--- src/rtl/uart_alu_ctrl.sv ---
// uart_alu_ctrl: frame controller between UART RX, the ALU and UART TX.
// Collects operand A, operand B and opcode, fires the ALU, returns the result.
module uart_alu_ctrl #(
    parameter int NB_DATA     = 8,
    parameter int NB_OP       = 6,
    parameter int TIMEOUT_CYC = 100000
) (
    input  logic               clk,
    input  logic               i_rst,
    input  logic [NB_DATA-1:0] i_rx_data,
    input  logic               i_rx_done,
    input  logic [NB_DATA-1:0] i_alu_result,
    input  logic               i_tx_done,
    output logic [NB_DATA-1:0] o_data_a,
    output logic [NB_DATA-1:0] o_data_b,
    output logic [NB_OP-1:0]   o_op,
    output logic               o_alu_valid,
    output logic [NB_DATA-1:0] o_tx_data,
    output logic               o_tx_start,
    output logic [3:0]         o_leds,
    output logic [1:0]         o_err,
    output logic               o_overrun
);

    localparam int            CW       = $clog2(TIMEOUT_CYC);
    localparam logic [CW-1:0] CNT_LAST = CW'(TIMEOUT_CYC - 1);

    typedef enum logic [2:0] {
        S_WAIT_A,
        S_WAIT_B,
        S_WAIT_OP,
        S_EXEC,
        S_CAPTURE,
        S_TX,
        S_TX_WAIT
    } state_t;

    state_t             state;
    state_t             state_n;
    logic               rx_prev;
    logic               tx_prev;
    logic               rx_evt;
    logic               tx_evt;
    logic               op_legal;
    logic               hi_zero;
    logic [CW-1:0]      cnt;
    logic [CW-1:0]      cnt_n;
    logic [NB_DATA-1:0] a_n;
    logic [NB_DATA-1:0] b_n;
    logic [NB_DATA-1:0] txd_n;
    logic [NB_OP-1:0]   op_n;
    logic [1:0]         err_n;
    logic               ovr_n;

    assign rx_evt = i_rx_done & ~rx_prev;
    assign tx_evt = i_tx_done & ~tx_prev;

    // Opcode check: upper bits clear and low bits in the supported set.
    always_comb begin
        hi_zero  = ((i_rx_data >> NB_OP) == '0);
        op_legal = 1'b0;
        case (i_rx_data[NB_OP-1:0])
            NB_OP'(6'b100000),
            NB_OP'(6'b100010),
            NB_OP'(6'b100100),
            NB_OP'(6'b100101),
            NB_OP'(6'b100110),
            NB_OP'(6'b100111),
            NB_OP'(6'b000011),
            NB_OP'(6'b000010): op_legal = hi_zero;
            default:           op_legal = 1'b0;
        endcase
    end

    // Next-state, datapath updates and one-cycle pulses.
    always_comb begin
        state_n     = state;
        cnt_n       = cnt;
        a_n         = o_data_a;
        b_n         = o_data_b;
        op_n        = o_op;
        txd_n       = o_tx_data;
        err_n       = o_err;
        ovr_n       = o_overrun;
        o_alu_valid = 1'b0;
        o_tx_start  = 1'b0;
        unique case (state)
            S_WAIT_A: begin
                cnt_n = '0;
                if (rx_evt) begin
                    a_n     = i_rx_data;
                    err_n   = 2'b00;
                    ovr_n   = 1'b0;
                    state_n = S_WAIT_B;
                end
            end
            S_WAIT_B: begin
                if (rx_evt) begin
                    b_n     = i_rx_data;
                    cnt_n   = '0;
                    state_n = S_WAIT_OP;
                end else if (cnt == CNT_LAST) begin
                    err_n[1] = 1'b1;
                    cnt_n    = '0;
                    state_n  = S_WAIT_A;
                end else begin
                    cnt_n = cnt + CW'(1);
                end
            end
            S_WAIT_OP: begin
                if (rx_evt) begin
                    cnt_n = '0;
                    if (op_legal) begin
                        op_n    = i_rx_data[NB_OP-1:0];
                        state_n = S_EXEC;
                    end else begin
                        err_n[0] = 1'b1;
                        state_n  = S_WAIT_A;
                    end
                end else if (cnt == CNT_LAST) begin
                    err_n[1] = 1'b1;
                    cnt_n    = '0;
                    state_n  = S_WAIT_A;
                end else begin
                    cnt_n = cnt + CW'(1);
                end
            end
            S_EXEC: begin
                o_alu_valid = 1'b1;
                if (rx_evt) ovr_n = 1'b1;
                state_n = S_CAPTURE;
            end
            S_CAPTURE: begin
                txd_n = i_alu_result;
                if (rx_evt) ovr_n = 1'b1;
                state_n = S_TX;
            end
            S_TX: begin
                o_tx_start = 1'b1;
                if (rx_evt) ovr_n = 1'b1;
                state_n = S_TX_WAIT;
            end
            S_TX_WAIT: begin
                if (rx_evt) ovr_n = 1'b1;
                if (tx_evt) state_n = S_WAIT_A;
            end
            default: begin
                cnt_n   = '0;
                state_n = S_WAIT_A;
            end
        endcase
    end

    // State display on the LEDs.
    always_comb begin
        o_leds = 4'b1000;
        unique case (state)
            S_WAIT_A:  o_leds = 4'b0001;
            S_WAIT_B:  o_leds = 4'b0010;
            S_WAIT_OP: o_leds = 4'b0100;
            default:   o_leds = 4'b1000;
        endcase
    end

    // Registered state, operands, reply byte, flags and edge detectors.
    always_ff @(posedge clk) begin
        if (i_rst) begin
            state     <= S_WAIT_A;
            cnt       <= '0;
            rx_prev   <= 1'b0;
            tx_prev   <= 1'b0;
            o_data_a  <= '0;
            o_data_b  <= '0;
            o_op      <= '0;
            o_tx_data <= '0;
            o_err     <= 2'b00;
            o_overrun <= 1'b0;
        end else begin
            state     <= state_n;
            cnt       <= cnt_n;
            rx_prev   <= i_rx_done;
            tx_prev   <= i_tx_done;
            o_data_a  <= a_n;
            o_data_b  <= b_n;
            o_op      <= op_n;
            o_tx_data <= txd_n;
            o_err     <= err_n;
            o_overrun <= ovr_n;
        end
    end

endmodule

--- config.mk ---
export PLATFORM = sky130hd
export DESIGN_NAME = uart_alu_ctrl
export DESIGN_NICKNAME = d
export VERILOG_FILES = /design/src/rtl/uart_alu_ctrl.sv
export SDC_FILE = /design/constraint.sdc
export NUM_CORES = 1
export LEC_CHECK = 0
export ABC_AREA = 1
export CAP_MARGIN = 20
export CORE_UTILIZATION = 49
export CTS_CLUSTER_DIAMETER = 100
export DETAILED_ROUTE_END_ITERATION = 7
export PLACE_DENSITY = 0.76
export SYNTH_ARGS = -nofsm -noshare
export SYNTH_HDL_FRONTEND = slang
export SYNTH_SLANG_ARGS = --single-unit
--- constraint.sdc ---
create_clock -name clk -period 1.6 [get_ports clk]
set_input_delay 0.24 -clock clk [delete_from_list [all_inputs] [get_ports clk]]
set_output_delay 0.24 -clock clk [all_outputs]
set_load 0.005 [all_outputs]
Word-level counts from Yosys, hierarchy flattened
Cells that the tools add are included.
{ "totals": {"reg_bits": 55, "out_inout_bits": 39, "word_cells": 77} }
{ "classes": {"n_addsub": 1, "n_eq_ne": 22, "muxes": 24, "bitwise": 4, "reduce_logical": 15} }
{ "op_table": {"columns": ["cell", "n"], "rows": [
  ["== test 6 bit (second input constant)", 6],
  ["2-to-1 mux 17 bit", 2],
  ["one-hot mux 17 bit (2 select lines)", 1],
  ["one-hot mux 3 bit (7 select lines)", 1],
  ["adder 17 x 1 -> 17 bit (second input constant)", 1],
  ["== test 17 bit (second input constant)", 1],
  ["2-to-1 mux 3 bit", 5],
  ["== test 6 x 2 -> 1 bit (second input constant)", 2],
  ["one-hot mux 4 bit (3 select lines)", 1],
  ["!= test 2 bit (second input constant)", 5],
  ["== test 3 bit (second input constant)", 3],
  ["2-to-1 mux 1 bit", 9],
  ["logical NOT 8 bit", 1],
  ["AND reduction 4 bit", 2],
  ["OR reduction 8 bit", 1],
  ["== test 3 x 2 -> 1 bit (second input constant)", 2],
  ["one-hot mux 1 bit (2 select lines)", 3],
  ["AND reduction 2 bit", 3],
  ["AND reduction 3 bit", 2],
  ["nonzero test 2 bit", 3],
  ["2-to-1 mux 2 bit", 2],
  ["!= test 2 x 1 -> 1 bit (second input constant)", 2],
  ["OR reduction 4 bit", 1],
  ["== test 3 x 1 -> 1 bit (second input constant)", 1],
  ["other kinds (4)", 6]
]} }

Longest topological paths before layout
Gate-level depths: netlist (run 1).
{ "logic_depth": {"word_depth": 6, "depth_mapped": 12, "mapped_depth_nobuf": 12} }

Least setup slack after synthesis (run 1)
OpenSTA, ideal clock, no wires.
{ "synth_timing": {"kind": "register -> register", "startpoint": "register cnt[0]", "endpoint": "register cnt[12]", "arrival_time_ns": 1.354, "path_slack_ns": 0.133, "path_stages_with_launch": 11, "path_buffers": 0, "period_less_slack_ns": 1.467, "path_cell_list": "dfxtp_1 > ha_1 > nand2_1 > inv_1 > nand2_1 > nor3_1 > nand2_1 > nor2_1 > o21ai_0 > nor2_1 > nor2_1"} }
{ "synth_via": {"elab_chain_len": 4, "word_cells_on_any_way": 5} }
{ "synth_lines": {"columns": ["element", "line", "text"], "rows": [
  ["start, declared", "46", "logic [CW-1:0] cnt;"],
  ["start signal, assigned", "180", "cnt <= cnt_n;"],
  ["adder 17 x 1 -> 17 bit / == test 17 bit (equally long branches)", null, null],
  ["2-to-1 mux 17 bit (*)", "102, 120", null],
  ["2-to-1 mux 17 bit (*)", "111", "if (rx_evt) begin"],
  ["one-hot mux 17 bit (2 select lines) (*)", "87", "unique case (state)"]
]} }
Mark *: on every way between the ends. The rest lies on a longest branch, timed or not.
A chain may end at the register's enable or synchronous reset.

Final worst setup path (run 1)
{ "layout_timing": {"startpoint": "register state[1]", "endpoint": "output port o_tx_start"} }
{ "layout_via": {"elab_chain_len": 2} }
{ "layout_lines": {"columns": ["element", "line", "text"], "rows": [
  ["start, declared", "38", "state_t state;"],
  ["start signal, assigned", "179", "state <= state_n;"],
  ["== test 3 bit", "87", null],
  ["2-to-1 mux 1 bit", "87", null],
  ["end, declared", "19", "output logic o_tx_start,"]
]} }
No other way between the ends.

==> results of run 1 <==
[stage by stage]
stage,worst slack [ns],cells,setup TNS (ns)
after floorplan,0.133,350,0
after global placement,-0.0411,500,-0.303
after detailed placement,-0.116,500,-1.02
after CTS,0.0167,511,0
after global routing,-0.0532,515,-0.190
final,0.0248,515,0
[layout make-up]
type | instances | share of cell area [%]
sequential | 55 | 31.2
timing repair buffer | 101 | 25.5
clock inverter | 2 | 1.05
multi-input combinational | 245 | 33.6
inverter | 40 | 4.41
tap | 67 | 2.35
clock buffer | 5 | 1.93
[metal layers]
metal	global-route usage [%]	up-vias	part of all wire, %
met4	7.41	0	1.4
li1	-	1318	-
met2	45.0	82	47
met5	0	-	0
met1	35.2	1197	46
met3	7.04	12	6.1
[power by group]
group,internal [uW],switching (uW)
clock,458,452
combinational,220,198
sequential,1410,32.4
total,2090,682
[how the worst max path moves through the flow]
| stage | end | from | slack (ns) | cells after the start |
|---|---|---|---|---|
| 2_1_floorplan | cnt[12] | cnt[0] | 0.13 | 10 |
| 3_3_place_gp | o_op[5] | i_rx_done | -0.04 | 8 |
| 3_5_place_dp | o_op[2] | i_rx_done | -0.12 | 8 |
| 4_1_cts | cnt[12] | cnt[0] | 0.02 | 12 |
| 5_1_grt | cnt[14] | cnt[0] | -0.05 | 11 |
| 6_report | o_tx_start | state[1] | 0.02 | 4 |
[what timing repair did]
item / 4_1_cts / 5_1_grt
endpoints found under the setup margin: 8 / 17
resized for setup: 22 / 15
buffers inserted: 4 / 4
pin swaps: 1 / 3
[flip-flops by register name, summed over array words and instances, names as in the netlist]
signal,cells
o_overrun,1
o_data_a,8
o_op,6
o_data_b,8
o_tx_data,8
cnt,17
o_err,2
state,3
rx_prev,1
tx_prev,1
[cells in the final DEF, fill, tap and decap left out, types with 2 or more instances in the layout]
master,count
sky130_fd_sc_hd__inv_1,33
sky130_fd_sc_hd__nand2_4,2
sky130_fd_sc_hd__inv_2,5
sky130_fd_sc_hd__nor3_1,8
sky130_fd_sc_hd__nor2_1,73
sky130_fd_sc_hd__o21bai_1,2
sky130_fd_sc_hd__clkdlybuf4s50_1,52
sky130_fd_sc_hd__dfxtp_1,49
sky130_fd_sc_hd__clkbuf_8,5
sky130_fd_sc_hd__nand2_2,5
sky130_fd_sc_hd__a21oi_1,25
sky130_fd_sc_hd__dfxtp_4,2
sky130_fd_sc_hd__nand4_1,7
sky130_fd_sc_hd__nand3_1,15
sky130_fd_sc_hd__nand2_1,49
sky130_fd_sc_hd__nor3_2,4
sky130_fd_sc_hd__dlygate4sd2_1,5
sky130_fd_sc_hd__dfxtp_2,4
sky130_fd_sc_hd__xor2_1,2
sky130_fd_sc_hd__o21ai_0,33
sky130_fd_sc_hd__o21ai_1,2
sky130_fd_sc_hd__nor2_2,6
sky130_fd_sc_hd__buf_4,42
[cells by family after synthesis]
family,after synthesis
buf+inv,50
flops,55
compound gates,68
fa+ha+maj,1
simple gates,174
xor+xnor,2
[critical path: cells and delay by family, from the launching register on]
family | cells | cell delay, ns
buffers and inverters | 3 | 0.51
AND/OR/NAND/NOR | 1 | 0.14
flip-flops | 1 | 0.38
==> results.txt, run 1 <==
----------------------------------------------------
[Synthesis]
  Library cells used by synthesis ... 32
  Average footprint of a synthesized cell ... roughly 7.0 um^2
  Synthesized-area fraction occupied by xor and xnor cells ... less than 1%
  Post-synth top area cell ... sky130_fd_sc_hd__dfxtp_1
  Most common cell in the synthesized netlist ... sky130_fd_sc_hd__nor2_1
  Number of warnings printed during yosys synthesis ... 0
  Simple-gate portion of the synthesized area ... between 30% and 40%
  Sequential fraction of the synthesis area ... around 45%
  Synthesized netlist cell count ... 350
  Post-Syn Area ... about 0.0024 mm^2
  Synth Area in Compound Gates ... 14.9%
  Post-synthesis register bit count ... 55
  Asr flop ratio synth ... 0%
  Dominant register cell in the synthesized netlist ... sky130_fd_sc_hd__dfxtp_1
  Total nets after synthesis ... around 370
  Count of flip-flops with a built-in enable after synthesis ... 0
  Largest cells by area after synthesis ... sky130_fd_sc_hd__dfxtp_1 45%, sky130_fd_sc_hd__nor2_1 12%, sky130_fd_sc_hd__nand2_1 8.1%
  Multiplexer share of the synthesized area ... 0%
  Main combinational cell family by area after synthesis ... simple AND/OR/NAND/NOR gates
  Most numerous cell types in the synthesized netlist ... 79 x sky130_fd_sc_hd__nor2_1, 55 x sky130_fd_sc_hd__dfxtp_1, 53 x sky130_fd_sc_hd__nand2_1
  Fraction of post-synthesis cell area in the top cell type by area ... between 40% and 50%
  Post-Synth Adder-Cell Area ... less than 1%

[Global route]
  Global-route congestion overflow total ... 0
  All-Layer GR Usage ... roughly 27%
  Antenna violations before repair ... 0
  Number of global-route vias before repair ... between 2000 and 2500
  First-pass GRT wire length ... ~11000 um
  Pin count of the biggest net entering global routing ... 24

[Placement]
  DP HPWL ... 4860 um
  Global placer's final weighted congestion ... around 0.91
  Post-DP Area ... between 0.003 and 0.004 mm^2
  Count of buffers from port buffering ... 58

[Die]
  Site row count ... 25
  Number of top-level pins ... 59
  Placeable core region ... around 0.0048 mm^2
  DIE HEIGHT ... 72.7 um
  Effective utilization at floorplan ... a little over 50%
  Die width ... 72.7 um
  Total Die Area ... about 0.0053 mm^2

[Critical path]
  Arrival time worst endpoint ... 1.34 ns
  Worst reg2reg path endpoint ... cnt[9]
  RR Startpoint ... state[1]
  Slowest cell on the critical path ... sky130_fd_sc_hd__dfxtp_4
  Critical Path Sink Type ... output pin
  CP Class ... reg2out
  Stage delay of the slowest cell on the critical path ... approximately 0.38 ns
  Ordered cell list for the critical path ... buf_4 > buf_4 > nor2_2 > clkdlybuf4s15_1
  Critical path fanouts, max ... 3
  Register-to-Register Path Depth ... 10
  Worst reg2reg setup slack ... 0.04 ns
  Type of element launching the critical path ... register
  Critical Path RT ... approximately 1.4 ns
  Most frequent CP cell ... sky130_fd_sc_hd__buf_4

[Power]
  Tot Pwr ... 2770 uW
  Areal power density over the cells ... a little under 800 mW/mm^2
  Static power due to leakage ... approximately 0.0015 uW
  Maximum VDD drop ... between 400 and 500 uV

[Timing]
  Highest Clock Rate ... about 0.63 GHz
  Unrepaired setup endpoints after global routing ... yes
  Number of max-slew violations in the final report ... 0
  Worst hold margin ... 0.453 ns
  Slew HR ... between 70% and 80%
  Endpoints failing setup ... 0
  Part of the cycle the worst path needs ... a little over nine tenths
  Final-report hold violation count ... 0
  Min Clock Period, post-route ... 1.58 ns
  Final Skew ... about 0.0054 ns
  Worst Max-Slew Pin Slew ... between 0.3 and 0.4 ns

[Routing]
  Post-detailed-route count of antenna-violating nets ... 0
  Avg Vias per Cell ... 5.07
  Mean routed wirelength per cell ... between 10 and 15 um
  Number of violations reported at the end of detailed-routing iteration 0 ... between 150 and 200
  Total wire length ... 7020 um
  Pre-antenna DRT Iters ... 4
  DRC errors left ... 0
  Vias after detailed routing ... 2609

[Clock network]
  # clock sinks ... 55
  Clock slew at reported path FFs ... ~0.10 ns
  Max H-tree Level ... 2
  Max clock buf depth ... 2
  Clock buffers created by TritonCTS ... 5
  CTS tree ... built
  Hold Buf Count CTS ... 0
  Later-pin clock latency in the skew report ... between 0.3 and 0.4 ns
  Root buffer cell ... sky130_fd_sc_hd__clkbuf_8

[Cells and area]
  Number of nets in the layout ... around 470
  Area of combinational cells with multiple inputs ... 0.00120 mm^2
  Share of layout cells above drive strength 1 ... a little under a fifth
  Area growth from synthesis to layout ... 46.0%
  Register area ... between 0.001 and 0.0015 mm^2
  Antenna cells ... 0
  Filler cells ... 382
  Final design utilization ... between 70% and 80%
  Cell area after layout ... ~0.0036 mm^2

[Hold path]
  Worst hold stages ... 2
  Worst hold path type ... reg2reg
  Startpoint of the tightest hold check path ... o_err[1]
  Worst-case hold path end point ... o_err[1]

[Status]
  Status ... complete, no violations

[Run]
  Number of maximum-capacitance constraint violations ... 0

----------------------------------------------------
Note: power is estimated with default switching activity, not from simulation.
==> inputs of run 2 (changes only) <==
Settings changed: CORE_ASPECT_RATIO from default to 2.
==> results.txt, run 2 (synthesis results as in run 1) <==
----------------------------------------------------
[Hold path]
  Worst hold path type ... reg2reg

[Critical path]
  Critical path fanouts, max ... 9 (+6)
  Critical Path Sink Type ... register
  Critical Path RT ... 1.80 ns (+0.44 ns)
  Arrival time worst endpoint ... 1.76 ns (+0.42 ns)
  CP Class ... reg2reg
  Most frequent CP cell ... sky130_fd_sc_hd__buf_4
  Slowest cell on the critical path ... sky130_fd_sc_hd__dfxtp_4
  Stage delay of the slowest cell on the critical path ... 0.36 ns (-0.02 ns)
  Type of element launching the critical path ... register
  Ordered cell list for the critical path ... buf_4 > inv_4 > o21ai_4 > nand2_2 > nand2_4 > buf_4 > nor4_1 > nor2_1

[Clock network]
  Hold Buf Count CTS ... 0 (unchanged)
  Clock buffers created by TritonCTS ... 5 (unchanged)
  Later-pin clock latency in the skew report ... 0.31 ns (about the same)
  Max clock buf depth ... 2 (unchanged)
  # clock sinks ... 55 (unchanged)
  CTS tree ... built
  Root buffer cell ... sky130_fd_sc_hd__clkbuf_8
  Clock slew at reported path FFs ... 0.10 ns (about the same)
  Max H-tree Level ... 2 (unchanged)

[Power]
  Maximum VDD drop ... 995 uV (+100%)
  Areal power density over the cells ... 734 mW/mm^2 (-5.4%)
  Static power due to leakage ... 0.00150 uW (-2.0%)

[Die]
  Die width ... 52.0 um (-28%)
  Effective utilization at floorplan ... 50.8% (-0.69 points)
  Total Die Area ... 0.00530 mm^2 (+0.32%)
  DIE HEIGHT ... 102 um (+40%)
  Number of top-level pins ... 59 (unchanged)
  Placeable core region ... 0.00482 mm^2 (+1.4%)
  Site row count ... 36 (+44%)

[Timing]
  Final-report hold violation count ... 0 (unchanged)
  Slew HR ... 75.2% (-0.84 points)
  Final Skew ... 0.00729 ns (+0.00188 ns)
  Highest Clock Rate ... 0.639 GHz (+0.60%)
  Final sum of negative setup slack ... 0 ns (unchanged)
  Worst Max-Slew Pin Slew ... 0.369 ns (+0.0119 ns)
  Part of the cycle the worst path needs ... 97.9% (-0.59 points)
  Min Clock Period, post-route ... 1.57 ns (-0.00936 ns)
  Number of max-slew violations in the final report ... 0 (unchanged)
  Unrepaired setup endpoints after global routing ... yes
  Endpoints failing setup ... 0 (unchanged)

[Global route]
  First-pass GRT wire length ... 10800 um (-3.3%)
  All-Layer GR Usage ... 26.9% (-0.27 points)
  Antenna violations before repair ... 0 (unchanged)
  Global-route congestion overflow total ... 0 (unchanged)
  Pin count of the biggest net entering global routing ... 34 (+42%)
  Number of global-route vias before repair ... 2526 (+3.6%)

[Cells and area]
  Most common cell after layout, fill and taps aside ... sky130_fd_sc_hd__nor2_1
  Area of combinational cells with multiple inputs ... 0.00125 mm^2 (+4.4%)
  Register with the most flip-flops ... cnt
  Number of nets in the layout ... 465 (-0.85%)
  Antenna cells ... 0 (unchanged)
  Fin cells ... 502 (-2.5%)
  Area growth from synthesis to layout ... 45.7%
  Filler cells ... 392 (+2.6%)
  Share of layout cells above drive strength 1 ... 20.7% (+1.5 points)
  Most frequent cells in the layout ... 70 x sky130_fd_sc_hd__nor2_1, 52 x sky130_fd_sc_hd__clkdlybuf4s50_1, 50 x sky130_fd_sc_hd__nand2_1
  Register area ... 0.00112 mm^2 (+0.22%)
  Number of flip-flops under the largest register name ... 17 (unchanged)

[Run]
  Number of maximum-capacitance constraint violations ... 0 (unchanged)

[Routing]
  Total wire length ... 6870 um (-2.1%)
  Mean routed wirelength per cell ... 13.7 um (+0.44%)
  DRC errors left ... 0 (unchanged)
  Vias after detailed routing ... 2627 (+0.69%)
  Number of violations reported at the end of detailed-routing iteration 0 ... 67 (-64%)
  Avg Vias per Cell ... 5.23 (+3.3%)
  Post-detailed-route count of antenna-violating nets ... 0 (unchanged)
  Pre-antenna DRT Iters ... 4 (unchanged)

[Placement]
  DP HPWL ... 5110 um (+5.1%)
  Global placer's final weighted congestion ... 0.798 (-12%)
  DP Cell Count ... 490 (-2.0%)
  Count of buffers from port buffering ... 58 (unchanged)

[Status]
  Status ... complete, no violations

----------------------------------------------------
## run 2: cell types whose count changed in the layout (fill, tap and decap cells not counted), sizes merged
| cell | change |
|---|---|
| bufinv | -1 |
| buf | -4 |
| clkinv | +3 |
| dlygate4sd2 | -2 |
| clkbuf | +2 |
| clkinvlp | -1 |
## run 2: cell type report
cell class / count / share of cell area (%)
inverters: 40 / 4.35
well taps: 57 / 2.00
multi-input cells: 245 / 35.2
clock buffers: 5 / 1.93
flip-flops and latches: 55 / 31.3
clock inverters: 3 / 0.421
repair buffers: 97 / 24.8
## run 2: per-layer routing
layer	global-route usage, %	vias to the layer above	wire (um)
li1	-	1320	-
met3	6.25	26	300
met1	25.4	1207	2430
met5	0	-	0
met2	51.3	74	3890
met4	13.3	0	256
## run 2: path summary, 6_finish.rpt
check / endpoint / from / cells past startpoint / slack [ns]
max: cnt[11] / state[2] / 8 / 0.03
min: o_err[1] / o_err[1] / 2 / 0.46
max reg2reg: cnt[11] / state[2] / 8 / 0.03
min reg2reg: o_err[1] / o_err[1] / 2 / 0.46
## run 2: timing repair
item | CTS | global route
setup endpoints to repair | 11 | 27
resized for setup | 22 | 30
buffers inserted | 3 | 2
hold endpoints to repair | 0 | 0
pin swaps | 1 | 8
## run 2: per-stage QoR
stage | utilization [%] | power [uW] | instance area (um^2) | hold slack (ns) | setup slack, ns
floorplan | - | 1630 | 2450 | 0.365 | 0.133
global placement | 69.2 | 1870 | 3330 | 0.436 | -0.102
detailed placement | 69.2 | 1870 | 3330 | 0.444 | -0.199
CTS | 72.2 | 2620 | 3480 | 0.464 | -0.00249
global route | 74.0 | 2720 | 3570 | 0.480 | -0.0184
finish | 74.0 | 2620 | 3570 | 0.458 | 0.0341
## run 2: power breakdown
group / internal [uW] / switching [uW] / total, uW
clock: 301 / 456 / 757
sequential: 1410 / 30.6 / 1440
combinational: 224 / 194 / 418
## run 2: worst max-delay path: cells and delay by family, from the launching register on
family	cells	cell delay [ns]
and+or+nand+nor	4	0.60
DFF	1	0.36
AOI/OAI and AO/OA	1	0.08
buffers and inverters	3	0.42
==> variant 1: new RTL, settings of run 2 <==
The parameter `NB_OP` goes from 6 to 8.
--- a/src/rtl/uart_alu_ctrl.sv
+++ b/src/rtl/uart_alu_ctrl.sv
@@ -3,5 +3,5 @@
 module uart_alu_ctrl #(
     parameter int NB_DATA     = 8,
-    parameter int NB_OP       = 6,
+    parameter int NB_OP       = 8,
     parameter int TIMEOUT_CYC = 100000
 ) (
Interface: changed (resized o_op); port bits go from 59 to 61. The function was not compared with the original's and may differ.
==> variant 1 against run 2 <==
  * Setup slack improved by 18 ps
  * Power increased by 22%
  * Wire length increased by 3.9%
  * Critical path type unchanged
  * Clock skew decreased by 1.3 ps
  * Sequential cell count increased by 2
  * Design area increased by 2.2%
  * Synthesized area increased by 1.8%
  * Largest power group unchanged
  * Die area increased by 1.7%
  * Largest cell class unchanged
==> variant 1: results (changes against run 2) <==
| Metric | Value |
|---|---|
| Arrival @ worst endpoint | 1820 ps (+60 ps) |
| Largest net degree at the start of global routing | 27 (-21%) |
| GP Congestion | 0.868 (+8.7%) |
| Critical R2R Capture | cnt[6]$_SDFFE_PP0P_ |
| Clk slew on worst S/H paths | 60 ps (-40 ps) |
| Routed wire per std cell | 13.7 um (about the same) |
| Antenna violations before repair | 0 (unchanged) |
| Fin worst setup slack | 52.2 ps (+18.0 ps) |
| Crit path launch | cnt[0]$_SDFFE_PP0P_ |
| Clock Skew | 5.97 ps (-1.32 ps) |
| Post-Synth Adder-Cell Area | 0.502% (-0.0090 points) |
| Clock latency on the worst-skew pair | 340 ps (+30 ps) |
| Post-synth ARST share | 0% (unchanged) |
| # nets final | 481 (+3.4%) |
| Synth warn | 0 (unchanged) |
| Reg with most FFs | cnt |
| Pre-CTS setup slack | -124 ps (+74.6 ps) |
| Number of diodes | 0 (unchanged) |
| Total Routing Usage GR | 28.6% (+1.7 points) |
| Register-to-Register Path Depth | 10 (+2) |
| Max reg flops | 17 (unchanged) |
| Status | complete, no violations |
| Slew margin rel. | 74.4% (-0.76 points) |
| H-tree Lvls | 3 (+1) |
| Compound-Gate Fraction of Synth Area | 11.3% (-3.6 points) |
| IO buf count | 60 (+3.4%) |
| Most frequent cells after synthesis | nor2_1 (99), nand2_1 (64), dfxtp_1 (57) |
| Sequential area share after synthesis | 45.8% (+0.82 points) |
| Global-route wire length before repair | 11.2 mm (+3.3%) |
| Placed Area | 3370 sq um (+1.1%) |
| # fillers | 401 (+2.3%) |
| Total CTS buffers | 9 (+4) |
| DR iter-0 viols | 74 (+10%) |
| Post-Synth XOR/XNOR Area | 2.11% (+1.4 points) |
| Leak Pwr | 1.48 nW (-0.89%) |
| Placed Instances | 502 (+2.4%) |
| Top cells by area, synth | dfxtp_1 (46%), nor2_1 (15%), nand2_1 (9.6%) |
| Syn Area/Cell | 6.92 sq um (-1.0%) |
| Routed vias/inst | 5.05 (-3.4%) |
| Maximum VDD drop | 0.741 mV (-26%) |
| Net Count, Synth | 381 (+2.7%) |
| Post-synthesis cell type count | 25 (-22%) |
| DRT Wirelength | 7.14 mm (+3.9%) |
| CP Max Fanout | 4 (-5) |
| Post-DP HPWL | 5.22 mm (+2.1%) |
| Layout cells sized above 1 | 17.4% (-3.3 points) |
| R2r startpoint | cnt[0]$_SDFFE_PP0P_ |
==> variant 1: changes by cell type after synthesis, moves of 4 or more <==
| cell | change |
|---|---|
| nor3_1 | -5 |
| o21ai_0 | -6 |
| nand2_1 | +11 |
| a21oi_1 | -7 |
| nor2_1 | +20 |
| xor2_1 | +4 |
==> variant 1: worst min-delay path by stage <==
stage	startpoint	to	slack, ps	depth (start not counted)
global placement	o_op[4]$_SDFFE_PP0P_	o_op[4]$_SDFFE_PP0P_	440	2
finish	o_op[7]$_SDFFE_PP0P_	o_op[7]$_SDFFE_PP0P_	440	2
floorplan	i_tx_done	tx_prev$_SDFF_PP0_	360	2
CTS	i_tx_done	tx_prev$_SDFF_PP0_	440	3
global route	i_tx_done	tx_prev$_SDFF_PP0_	450	3
detailed placement	o_op[7]$_SDFFE_PP0P_	o_op[7]$_SDFFE_PP0P_	430	2
==> variant 1: cells by family after synthesis <==
family / count (synthesis)
AND/OR/NAND/NOR: 200
buffers and inverters: 44
adder cells (fa/ha/maj): 1
flip-flops: 57
AO/OA/AOI/OAI: 52
XOR/XNOR: 6
==> variant 1: metal layers <==
| layer | up-vias | share of wire, % | global-route usage (%) |
|---|---|---|---|
| met5 | - | 0 | 0 |
| met4 | 0 | 3.7 | 18.8 |
| met3 | 18 | 4.5 | 9.59 |
| met2 | 64 | 56 | 52.1 |
| met1 | 1210 | 36 | 25.4 |
| li1 | 1346 | - | - |
==> variant 1: repair_timing <==
item | 4_1_cts | 5_1_grt
setup buffers | 1 | 2
pin swaps | 2 | 6
gates cloned | 0 | 1
endpoints found under the setup margin | 6 | 12
hold buffers | 0 | 0
gates resized for setup | 24 | 13
==> variant 1: metrics by stage <==
| step | util, % | total power, mW |
|---|---|---|
| floorplan | - | 1.72 |
| global placement | 69.2 | 1.99 |
| detailed placement | 69.2 | 2.00 |
| CTS | 73.6 | 3.20 |
| global route | 74.9 | 3.33 |
| finish | 74.9 | 3.20 |
==> variant 1: worst max-delay path, cell delays in order (launching register included) <==
cell and delay, ps:
dfxtp_2 340, ha_4 160, nand2_2 70, inv_2 40, nand2_1 70, nor2_1 50, nand2_1 100, nand3_2 130
a21oi_4 250, clkinvlp_4 180, nor2_1 110
==> variant 1: power by group <==
part	internal, mW	total [mW]	switching [mW]
sequential	1.48	1.51	0.0374
combinational	0.251	0.489	0.238
clock	0.645	1.19	0.549
total	2.37	3.20	0.824
==> variant 1: layout make-up <==
cell class / instances / area share [%]
Clock buffer: 14 / 4.46
Clock inverter: 2 / 0.343
Inverter: 39 / 4.15
Multi-Input combinational cell: 259 / 33.8
Sequential cell: 57 / 31.7
Tap cell: 57 / 1.96
Timing Repair Buffer: 93 / 23.3
Timing Repair inverter: 1 / 0.206
==> variant 2: new RTL, config.mk and constraints of run 2 <==
Without the edit above. Encoding of `state_t`: now one-hot (7 bits for 7 states).
--- a/src/rtl/uart_alu_ctrl.sv
+++ b/src/rtl/uart_alu_ctrl.sv
@@ -26,12 +26,12 @@
     localparam logic [CW-1:0] CNT_LAST = CW'(TIMEOUT_CYC - 1);
 
-    typedef enum logic [2:0] {
-        S_WAIT_A,
-        S_WAIT_B,
-        S_WAIT_OP,
-        S_EXEC,
-        S_CAPTURE,
-        S_TX,
-        S_TX_WAIT
+    typedef enum logic [6:0] {
+        S_WAIT_A  = 7'b0000001,
+        S_WAIT_B  = 7'b0000010,
+        S_WAIT_OP = 7'b0000100,
+        S_EXEC    = 7'b0001000,
+        S_CAPTURE = 7'b0010000,
+        S_TX      = 7'b0100000,
+        S_TX_WAIT = 7'b1000000
     } state_t;
 
Function: same outputs for any inputs over 10 cycles, from zero or initial values and one cycle with i_rst high; not proved beyond that.
==> variant 2 against run 2 <==
  * The flow now finishes with violations (negative setup slack)
  * Sequential cell count up 4
  * Count of clock-buffer cells in the layout up 10
  * Synthesized area up 19%
  * Setup slack worse by 150 ps
  * Worst hold slack worse by 6.3 ps
  * Non-clock buffer count up 18
  * Power up 60%
  * Global-route usage up 1.9 points
  * Wire length up 40%
  * Utilization up 3.5 points
  * Design area up 24%
  * Fmax down 9.0%
  * Cell count up 18%
  * Critical path type unchanged
  * Largest cell class unchanged
==> variant 2: results (changes against run 2) <==
| Metric | Value |
|---|---|
| Routed vias/inst | 5.61 (+7.1%) |
| Min Hold Slack | 451 ps (-6.34 ps) |
| Logic gate share of total power | 18.1% (+2.1 points) |
| Fin worst setup slack | -121 ps (-155 ps) |
| Leak Pwr | 1.85 nW (+24%) |
| # nets final | 548 (+18%) |
| Clock latency on the worst-skew pair | 330 ps (+20 ps) |
| DR iter-0 viols | 204 (+200%) |
| Status | complete, but fails checks |
| Critical R2R Capture | cnt[5]$_SDFFE_PP0N_ |
| Reg with most FFs | cnt |
| Global-route wire length before repair | 14.0 mm (+30%) |
| CP Max Fanout | 6 (-3) |
| Power Density | 948 nW/um^2 (+29%) |
| Routed wire per std cell | 16.2 um (+18%) |
| Net Count, Synth | 436 (+18%) |
| Top_reg_cell synth | dfxtp_1 |
| Post-Synth XOR/XNOR Area | 0.302% (-0.41 points) |
| Sequential area share after synthesis | 40.7% (-4.3 points) |
| Top cells by area, synth | dfxtp_1 (41%), nor2_1 (12%), nand2_1 (9.2%) |
| Post-Synth Adder-Cell Area | 0.431% (-0.080 points) |
| Critical path's top delay family | simple AND/OR/NAND/NOR gates |
| Placed Area | 3800 sq um (+14%) |
| CP Capture Type | flop |
| Maximum VDD drop | 1.09 mV (+9.8%) |
| Worst-Margin Slew | 455 ps (+85.5 ps) |
| Arrival @ worst endpoint | 1960 ps (+200 ps) |
| Hold Path Origin | o_op[4]$_SDFFE_PP0P_ |
| Slowest stage cell, crit path | dfxtp_4 |
| Total Routing Usage GR | 28.8% (+1.9 points) |
| Clock Skew | 5.86 ps (-1.43 ps) |
| Non-filler cells, final | 593 (+18%) |
| Clk slew on worst S/H paths | 50 ps (-50 ps) |
| Syn Area/Cell | 6.99 sq um (about the same) |
| GP Congestion | 0.918 (+15%) |
| Post-DP HPWL | 5.87 mm (+15%) |
| Post-CTS sizing | 42 (+91%) |
| Seq pwr share | 37.2% (-18 points) |
| Vias in the first global route | 3286 (+30%) |
| Most frequent cells after synthesis | nor2_1 (92), nand2_1 (71), dfxtp_1 (59) |
| H-tree Lvls | 3 (+1) |
| Layout cells sized above 1 | 27.8% (+7.1 points) |
| Setup TNS | -156 ps (-156 ps) |
| Register-to-Register Path Depth | 10 (+2) |
| Placed Instances | 561 (+14%) |
| # fillers | 406 (+3.6%) |
| Min-Delay Path Class | flop to flop |
| Sw frac | 26.3% (+0.29 points) |
| Compound-Gate Fraction of Synth Area | 8.66% (-6.2 points) |
| Worst hold path endpoint | o_op[4]$_SDFFE_PP0P_ |
| Total CTS buffers | 9 (+4) |
| Post-CTS setup buffer count | 10 (+7) |
| Failing checks | negative setup slack |
| CTS Root Cell | clkbuf_16 |
| Endpoints failing setup | 3 (+3) |
| Largest net degree at the start of global routing | 23 (-32%) |
variant 2: cell type report:
class / instances / area, sq um / share of cell area, %
multi-input combinational: 298 / 1630 / 36.7
tap: 61 / 76.3 / 1.73
inverter: 44 / 175 / 3.96
clock inverter: 1 / 5.00 / 0.113
timing repair buffer: 115 / 1050 / 23.8
sequential: 59 / 1200 / 27.2
clock buffer: 15 / 288 / 6.50
variant 2: worst min-delay path, stage by stage, from the launching register on:
cell,delay (ps)
dfxtp_1,310
nand3_1,70
inv_1,30
variant 2: cell families after synthesis:
kind of cell	count (synthesis)
flops	59
buf+inv	58
fa+ha+maj	1
compound gates	49
xor+xnor	1
simple gates	247
variant 2: metal layers:
layer | track usage (%) | vias up | wire length, um | part of all wire (%)
met4 | 21.1 | 0 | 537 | 5.6
met5 | 0 | - | 0 | 0
met2 | 52.1 | 150 | 5360 | 56
li1 | - | 1553 | - | -
met1 | 26.6 | 1565 | 3190 | 33
met3 | 6.77 | 56 | 518 | 5.4
